File: src/rtl/alu_seq.sv
// Multi-cycle ALU: single-cycle ADD/SUB/SLT/AND/OR/NOP plus iterative MUL, DIVU and REMU.
// Latency: 1 cycle for single-cycle ops, WIDTH+1 cycles for MUL and for DIVU/REMU with B!=0.
// Backpressure: start is accepted only in IDLE; it is ignored while busy and in the done cycle.
//
// Ports:
//   clk, rst          rising-edge clock, asynchronous active-high reset
//   start, OP, A, B   request and its opcode/operands, latched on the accepting edge
//   Res               registered result, held until the next completed operation
//   busy              high while a MUL/DIV iteration is in progress
//   done              one-cycle pulse; Res, zero and div_zero are valid with it
//   zero, div_zero    Res==0, and "DIVU/REMU issued with B==0", both updated with done
module alu_seq #(
  parameter int WIDTH = 32,
  parameter int CNT_W = $clog2(WIDTH) + 1
) (
  input  logic             clk,
  input  logic             rst,
  input  logic             start,
  input  logic [3:0]       OP,
  input  logic [WIDTH-1:0] A,
  input  logic [WIDTH-1:0] B,
  output logic [WIDTH-1:0] Res,
  output logic             busy,
  output logic             done,
  output logic             zero,
  output logic             div_zero
);

  localparam logic [3:0] OP_AND  = 4'b0000;
  localparam logic [3:0] OP_OR   = 4'b0001;
  localparam logic [3:0] OP_ADD  = 4'b0010;
  localparam logic [3:0] OP_MUL  = 4'b0011;
  localparam logic [3:0] OP_DIVU = 4'b0100;
  localparam logic [3:0] OP_REMU = 4'b0101;
  localparam logic [3:0] OP_SUB  = 4'b0110;
  localparam logic [3:0] OP_SLT  = 4'b0111;
  localparam logic [3:0] OP_NOP  = 4'b1111;

  typedef enum logic [1:0] {S_IDLE, S_MUL, S_DIV, S_DONE} state_t;

  state_t             state, state_n;
  logic [3:0]         op_q, op_n;
  logic [WIDTH-1:0]   a_q, a_n;      // MUL: shifting multiplicand; DIV: dividend/quotient
  logic [WIDTH-1:0]   b_q, b_n;      // MUL: shifting multiplier;   DIV: divisor
  logic [WIDTH-1:0]   acc, acc_n;    // MUL: partial product;       DIV: partial remainder
  logic [CNT_W-1:0]   cnt, cnt_n;
  logic [WIDTH-1:0]   res_n;
  logic               zero_n, div_zero_n;
  logic               finish;
  logic [WIDTH-1:0]   finish_val;
  logic               finish_dz;
  logic [WIDTH:0]     shifted, trial;

  // Results that need no iteration. DIVU/REMU only reach here with B==0.
  function automatic logic [WIDTH-1:0] quick_result(input logic [3:0] op,
                                                    input logic [WIDTH-1:0] x,
                                                    input logic [WIDTH-1:0] y);
    case (op)
      OP_ADD:  return x + y;
      OP_SUB:  return x - y;
      OP_SLT:  return {{(WIDTH-1){1'b0}}, (x < y)};
      OP_AND:  return x & y;
      OP_OR:   return x | y;
      OP_NOP:  return '0;
      OP_DIVU: return '1;
      OP_REMU: return x;
      default: return '0;
    endcase
  endfunction

  assign busy = (state == S_MUL) || (state == S_DIV);
  assign done = (state == S_DONE);

  always_comb begin
    state_n    = state;
    op_n       = op_q;
    a_n        = a_q;
    b_n        = b_q;
    acc_n      = acc;
    cnt_n      = cnt;
    res_n      = Res;
    zero_n     = zero;
    div_zero_n = div_zero;
    finish     = 1'b0;
    finish_val = '0;
    finish_dz  = 1'b0;
    shifted    = '0;
    trial      = '0;

    case (state)
      S_IDLE: begin
        if (start) begin
          op_n  = OP;
          a_n   = A;
          b_n   = B;
          acc_n = '0;
          cnt_n = '0;
          if (OP == OP_MUL) begin
            state_n = S_MUL;
          end else if ((OP == OP_DIVU || OP == OP_REMU) && B != '0) begin
            state_n = S_DIV;
          end else begin
            state_n    = S_DONE;
            finish     = 1'b1;
            finish_val = quick_result(OP, A, B);
            finish_dz  = (OP == OP_DIVU || OP == OP_REMU);
          end
        end
      end

      S_MUL: begin
        // Shift-add, multiplier LSB first; bits shifted out of a_q only affect
        // the discarded upper half of the product.
        acc_n = acc + (b_q[0] ? a_q : '0);
        a_n   = a_q << 1;
        b_n   = b_q >> 1;
        cnt_n = cnt + CNT_W'(1);
        if (cnt == CNT_W'(WIDTH - 1)) begin
          state_n    = S_DONE;
          finish     = 1'b1;
          finish_val = acc_n;
        end
      end

      S_DIV: begin
        // Restoring step: bring in the next dividend bit, try to subtract the
        // divisor. trial[WIDTH] set means the subtraction borrowed.
        shifted = {acc, a_q[WIDTH-1]};
        trial   = shifted - {1'b0, b_q};
        if (!trial[WIDTH]) begin
          acc_n = trial[WIDTH-1:0];
          a_n   = {a_q[WIDTH-2:0], 1'b1};
        end else begin
          acc_n = shifted[WIDTH-1:0];
          a_n   = {a_q[WIDTH-2:0], 1'b0};
        end
        cnt_n = cnt + CNT_W'(1);
        if (cnt == CNT_W'(WIDTH - 1)) begin
          state_n    = S_DONE;
          finish     = 1'b1;
          finish_val = (op_q == OP_DIVU) ? a_n : acc_n;
        end
      end

      S_DONE: begin
        state_n = S_IDLE;
      end

      default: begin
        state_n = S_IDLE;
      end
    endcase

    // Result flags are loaded on the edge that enters DONE so that they are
    // valid in the same cycle as the done pulse.
    if (finish) begin
      res_n      = finish_val;
      zero_n     = (finish_val == '0);
      div_zero_n = finish_dz;
    end
  end

  always_ff @(posedge clk or posedge rst) begin
    if (rst) begin
      state    <= S_IDLE;
      op_q     <= '0;
      a_q      <= '0;
      b_q      <= '0;
      acc      <= '0;
      cnt      <= '0;
      Res      <= '0;
      zero     <= 1'b0;
      div_zero <= 1'b0;
    end else begin
      state    <= state_n;
      op_q     <= op_n;
      a_q      <= a_n;
      b_q      <= b_n;
      acc      <= acc_n;
      cnt      <= cnt_n;
      Res      <= res_n;
      zero     <= zero_n;
      div_zero <= div_zero_n;
    end
  end

endmodule

File: config.mk
export PLATFORM = sky130hd
export DESIGN_NAME = alu_seq
export DESIGN_NICKNAME = d
export VERILOG_FILES = /design/src/rtl/alu_seq.sv
export SDC_FILE = /design/constraint.sdc
export NUM_CORES = 1
export LEC_CHECK = 0
export BUFFER_PORTS_ARGS = -buffer_cell sky130_fd_sc_hd__clkbuf_2
export CAP_MARGIN = 10
export CELL_PAD_IN_SITES_DETAIL_PLACEMENT = 1
export CELL_PAD_IN_SITES_GLOBAL_PLACEMENT = 2
export CORE_MARGIN = 3
export CORE_UTILIZATION = 34
export CTS_CLUSTER_DIAMETER = 60
export DETAILED_ROUTE_END_ITERATION = 10
export PLACE_DENSITY_LB_ADDON = 0.1
export SYNTH_ARGS = -nofsm -noshare
export SYNTH_HDL_FRONTEND = slang
export SYNTH_SLANG_ARGS = --single-unit
File: constraint.sdc
create_clock -name clk -period 4.6 [get_ports clk]
set_clock_uncertainty 0.15 [all_clocks]
set_input_delay 0.92 -clock clk [delete_from_list [all_inputs] [get_ports clk]]
set_output_delay 0.92 -clock clk [all_outputs]
set_load 0.01 [all_outputs]
======== After elaboration in Yosys (flattened, before gate mapping) ========
Index checks and enable logic that the tools add are counted.
W data, S select, Z words.
word-level totals
  bits in registers ....................... 142
  input bits .............................. 71
  output and inout port bits .............. 36
  logic and storage cells ................. 80
cells by class
  $add $sub $neg .......................... 5
  $lt $le $gt $ge ......................... 1
  equal/unequal tests ..................... 14
  multiplexer cells ....................... 33
  bitwise operators ....................... 2
  reduce and logical (&&, ||, !) cells .... 16
operator list
  operator               count
  $mux W32               11
  $pmux W32 S3           3
  $pmux W32 S7           1
  $add A32 B32 Y32       2
  $pmux W32 S2           1
  $sub A33 B32 Y33       1
  $and A32 B32 Y32       1
  $logic_not A32 Y1      1
  $lt A32 B32 Y1         1
  $or A32 B32 Y32        1
  $reduce_bool A32 Y1    1
  $sub A32 B32 Y32       1
  $eq A4 B3 Y1 const B   5
  $pmux W6 S2            1
  $mux W1                10
  $reduce_and A2 Y1      5
  $eq A4 B2 Y1 const B   2
  $add A6 B1 Y6 const B  1
  $eq A6 B5 Y1 const B   1
  $mux W2                3
  $mux W6                1
  $pmux W2 S3            1
  $eq A2 B2 Y1 const B   2
  $eq A4 B1 Y1 const B   1
  11 further kinds       13

======== Longest topological paths before layout ========
  word-level depth ........................ 8
  gate-level depth with buffers ........... 18
  gate-level depth less buffers ........... 16

======== Worst setup path before layout ========
OpenSTA, ideal clock, no wires.
  path type ............................... input -> register
  start point ............................. input port A[16]
  end point ............................... register zero
  setup time .............................. 0.095 ns
  arrival time ............................ 4.156 ns
  required time ........................... 4.355 ns
  path slack .............................. 0.198 ns
  stages .................................. 16
  path buffers ............................ 2
  cell sequence ........................... inv_1 ha_1 clkbuf_1 or2_2 clkbuf_1 or3_1 nand3_1 o21ai_0 o41ai_1 a21oi_1 o21ai_0 mux2i_1 a21oi_1 a2111oi_0 nand4_1 o31ai_1
on the way
  cells in the longest elaborated chain, start to end .. 7
  elaborated cells on any way between the ends .. 11
  those cells by class .................... add/sub: 2; order compare: 1; mux: 5; bitwise: 2; reduce/logical: 1
ends and longest elaborated chain
  item                                            RTL line  text
  start: declaration                              20        input logic [WIDTH-1:0] A,
  $sub A32 B32 Y32, or another cell as far along  60        OP_SUB: return x - y;
  $pmux W32 S7 (*)                                58        case (op)
  $mux W32 (*)                                    100       end else if ((OP == OP_DIVU || OP == OP_REMU) && B != '0) begin
  $mux W32 (*)                                    98        if (OP == OP_MUL) begin
  $mux W32 (*)                                    92        if (start) begin
  $pmux W32 S3 (*)                                90        case (state)
  $logic_not A32 Y1 (*)                           158       zero_n = (finish_val == '0);
  end signal: assignment                          182       zero <= zero_n;
  end: declaration                                25        output logic zero,
Mark *: on every way between the ends. The rest lies on a longest branch, timed or not.
A chain may end at the register's enable or synchronous reset.

======== Final worst setup path ========
  start point ............................. register a_q[31]
  end point ............................... register zero
on the way
  cells in the longest elaborated chain, start to end .. 6
  elaborated cells on any way between the ends .. 10
  those cells by class .................... add/sub: 2; mux: 7; reduce/logical: 1
ends and longest elaborated chain
  item                                        RTL line  text
  start: declaration                          43        logic [WIDTH-1:0] a_q, a_n;
  start signal: assignment                    177       a_q <= a_n;
  $sub A33 B32 Y33                            129       trial = shifted - {1'b0, b_q};
  $mux W32 / $mux W1 (equally long branches)  130       if (!trial[WIDTH]) begin
  $mux W32                                    141       finish_val = (op_q == OP_DIVU) ? a_n : acc_n;
  $mux W32                                    138       if (cnt == CNT_W'(WIDTH - 1)) begin
  $pmux W32 S3 (*)                            90
  $logic_not A32 Y1 (*)                       158
Marked as above.

==> qor.yml <==
finalNetCount: 2911
die_h_um: 227.6
final_layout_size_suffix_gt1_share_pct: 26.34
grt_setup_unrepaired: "true"
finalCritPeriodShare_pct: 98.48
io_buffers: 106
status: "finished clean"
top_level_ports: 107
grt_pass1_vias: 19480
cap_violations: 0
place_congestion: 0.9386
clock_sinks: 142
max-clock-path-buffers: 2
die-width_um: 227.6
start_kind: "flip-flop"
cts_tree: "done"
final_critical_path_setup_slack_ns: 0.07013
first_pass_iters: 5
timing.reg2reg.worst_path_depth: 18
final_hold_viol_count: 0
wl_met2_mm: 37.41
antenna_left: 0
postSynthNetCount: 2460
overflow: 0
mostFrequentLayoutCells: "445 x sky130_fd_sc_hd__buf_4, 233 x sky130_fd_sc_hd__nand2_1, 192 x sky130_fd_sc_hd__o21ai_0"
maximum_number_of_pins_on_one_net_before_global_route_repair: 74
layout_commonest_cell: "sky130_fd_sc_hd__buf_4"
worstHoldPathType: "reg -> reg"
die_area_um2: 51780
yosys_warnings: 0
antenna_found_initial: 1
power_leakage_nw: 10.54
grt_pass1_wl_mm: 126.2
placement.setup.worst_slack_ns: -0.7704
utilization_pct: 45.82
setup.worst_path.class: "reg -> reg"
dr_total_vias: 19320
max_slew_violation_count: 0
setup.worst_path.start: "a_q[31]"
critPathCaptureType: "flip-flop"
area_growth_pct: 32.20
drt-total-wl_mm: 85.41
wl_per_cell_um: 25.72
timing.critical_path.required_ns: 4.81
grt_use_total_pct: 32.68
peakVddDrop_mv: 0.3669
timing.critical_path.fanout_max: 3
met3WireLength_mm: 5.675
post_synth_instance_area_um2: 16690
synth_cell_types: 82
initial_cell_density_of_the_core_pct: 34.66
postSynthCellCount: 2201
m1WireLength_mm: 39.97
cts_root_buf: "sky130_fd_sc_hd__clkbuf_16"
cp.arrival_ns: 4.74
worstSkewPairLatency_ns: 0.46
cts_inserted_buffers: 17
dp.final_hpwl_mm: 70.15
timing.critical_path.to: "zero"
power.density_nw_per_um2: 593.1
rows: 80
clkTransAtPathRegs_ns: 0.07
timing_worst_slew_pin_value_ns: 1.005
reg2reg_setup_slack_ns: 0.07
seq_cells_post_synth: 142
yosysSeqAreaShare_pct: 21.29
drt_iter0_markers: 1469
reg2reg_to: "zero"
timing.fmax_mhz: 220.8
route.detailed.vias_per_inst: 5.818
core_area_um2: 48150
detailed_place.area_um2: 20960
cts_htree_levels: 4
period_minus_slack_ns: 4.530
drcViolationCount: 0
dominantRegCellSynth: "sky130_fd_sc_hd__dfrtp_1"
r2r-start: "a_q[31]"
postSynthAreaPerCell_um2: 7.582
slew_headroom_pct: 33.00
antenna_cells: 0
setup-violations-final: 0
final_area_um2: 22060
number_of_enable_type_register_cells_in_the_synthesized_netlist: 0
route.top_layer_used: "met5"
asyncSetResetFlopFracSynth_pct: 100.0
-- per-stage QoR --
step | setup TNS [ns] | hold slack, ns | power [W] | cells
after floorplan | 0 | 0.3055 | 0.007168 | 2201
after global placement | -1.487 | 0.3087 | 0.01083 | 3277
after detailed placement | -1.916 | 0.3167 | 0.01100 | 3277
after CTS | 0 | 0.3338 | 0.01272 | 3316
after global routing | -0.07106 | 0.3533 | 0.01391 | 3321
final | 0 | 0.3255 | 0.01308 | 3321
-- registers in the layout, indices dropped and copies added (netlist names) --
| name | cells |
|---|---|
| Res | 32 |
| cnt | 6 |
| a_q | 32 |
| op_q | 4 |
| acc | 32 |
| b_q | 32 |
| state | 2 |
| zero | 1 |
| div_zero | 1 |
-- layout make-up --
class                   instances  area, µm²
repair buffers                557       3991
inverters                     149      563.0
flip-flops and latches        142       3555
well taps                     656      820.8
clock buffers                  18      439.2
fillers                      5891      26080
multi-input cells            1785      12520
clock inverters                14      171.4
-- where the power goes --
part | total [W] | internal (W) | switching, W
clock network | 0.00150 | 0.000836 | 0.000669
logic | 0.00932 | 0.00360 | 0.00572
registers | 0.00226 | 0.00175 | 0.000514
-- critical path, cell delays in order (launching register included) --
cell	delay (ns)
sky130_fd_sc_hd__dfrtp_1	0.38
sky130_fd_sc_hd__inv_1	0.07
sky130_fd_sc_hd__ha_2	0.21
sky130_fd_sc_hd__inv_1	0.07
sky130_fd_sc_hd__fa_2	0.36
sky130_fd_sc_hd__a211oi_2	0.27
sky130_fd_sc_hd__o211ai_1	0.21
sky130_fd_sc_hd__and3b_2	0.33
sky130_fd_sc_hd__o211ai_4	0.21
sky130_fd_sc_hd__buf_4	0.14
sky130_fd_sc_hd__nand3_1	0.10
sky130_fd_sc_hd__nand2_1	0.13
sky130_fd_sc_hd__buf_4	0.13
sky130_fd_sc_hd__nor2_1	0.12
sky130_fd_sc_hd__a221oi_2	0.45
sky130_fd_sc_hd__o21ai_0	0.35
sky130_fd_sc_hd__nor4_2	0.32
sky130_fd_sc_hd__nand4_1	0.18
sky130_fd_sc_hd__o31ai_1	0.26
-- per-layer routing --
layer,GRT usage [%],vias to the layer above
met5,0,-
met4,8.907,2
met3,5.184,109
met2,50.38,594
met1,47.33,9702
li1,-,8916
-- what timing repair did --
| action | in CTS | in global routing |
|---|---|---|
| resized for setup | 33 | 56 |
| hold buffers | 0 | 0 |
| setup endpoints to repair | 4 | 3 |
| pin swaps | 10 | 14 |
| setup buffers | 7 | 5 |
| endpoints found under the hold margin | 0 | 0 |
-- cell families after synthesis --
group,after synthesis,synth area share [%]
adder cells (fa/ha/maj),188,14.28
flip-flops,142,21.29
buffers and inverters,274,6.245
AND/OR/NAND/NOR,681,18.92
AO/OA/AOI/OAI,753,30.02
XOR/XNOR,80,4.199
multiplexers,83,5.046
-- cell usage after synthesis (6+ instances only) --
master / number / area, µm²
sky130_fd_sc_hd__o21bai_1: 12 / 90.09
sky130_fd_sc_hd__nand4_1: 22 / 137.6
sky130_fd_sc_hd__a31o_2: 6 / 52.55
sky130_fd_sc_hd__nor4_1: 17 / 106.4
sky130_fd_sc_hd__xor2_1: 25 / 219.0
sky130_fd_sc_hd__nor2b_1: 15 / 93.84
sky130_fd_sc_hd__a211oi_1: 30 / 225.2
sky130_fd_sc_hd__nor3_1: 70 / 350.3
sky130_fd_sc_hd__a22o_1: 9 / 78.83
sky130_fd_sc_hd__nand2_1: 233 / 874.6
sky130_fd_sc_hd__o221a_2: 15 / 168.9
sky130_fd_sc_hd__and2_1: 43 / 269.0
sky130_fd_sc_hd__o221ai_1: 18 / 157.7
sky130_fd_sc_hd__mux2i_1: 77 / 770.7
sky130_fd_sc_hd__inv_1: 147 / 551.8
sky130_fd_sc_hd__o21ai_0: 203 / 1016
sky130_fd_sc_hd__ha_1: 184 / 2302
sky130_fd_sc_hd__a31oi_1: 26 / 162.7
sky130_fd_sc_hd__and3_1: 10 / 62.56
sky130_fd_sc_hd__buf_2: 11 / 55.05
sky130_fd_sc_hd__a2111oi_0: 6 / 52.55
sky130_fd_sc_hd__o31a_1: 6 / 52.55
sky130_fd_sc_hd__xnor2_1: 55 / 481.7
sky130_fd_sc_hd__o22ai_1: 13 / 81.33
sky130_fd_sc_hd__a21boi_0: 6 / 45.04
sky130_fd_sc_hd__or2_2: 7 / 43.79
sky130_fd_sc_hd__o211ai_1: 31 / 232.7
sky130_fd_sc_hd__nand3_1: 40 / 200.2
sky130_fd_sc_hd__o2111ai_1: 6 / 52.55
sky130_fd_sc_hd__o21a_1: 11 / 82.58
sky130_fd_sc_hd__or3_1: 8 / 50.05
sky130_fd_sc_hd__nand2b_1: 21 / 131.4
sky130_fd_sc_hd__o211a_1: 6 / 60.06
sky130_fd_sc_hd__a22oi_1: 19 / 142.6
sky130_fd_sc_hd__dfrtp_1: 142 / 3553
sky130_fd_sc_hd__clkbuf_1: 109 / 409.1
sky130_fd_sc_hd__o31ai_1: 21 / 157.7
sky130_fd_sc_hd__a221o_1: 38 / 380.4
sky130_fd_sc_hd__nor2_1: 174 / 653.1
sky130_fd_sc_hd__a21o_1: 39 / 292.8
sky130_fd_sc_hd__a21oi_1: 171 / 855.8
-- worst min-delay path by stage --
stage               startpoint      end  cells past startpoint
finish                 Res[17]  Res[17]                      2
global route           Res[17]  Res[17]                      2
CTS                    Res[17]  Res[17]                      2
detailed placement     Res[17]  Res[17]                      2
global placement        Res[4]   Res[4]                      2
floorplan              op_q[2]  op_q[2]                      2
(Power assumes the default switching activity.)
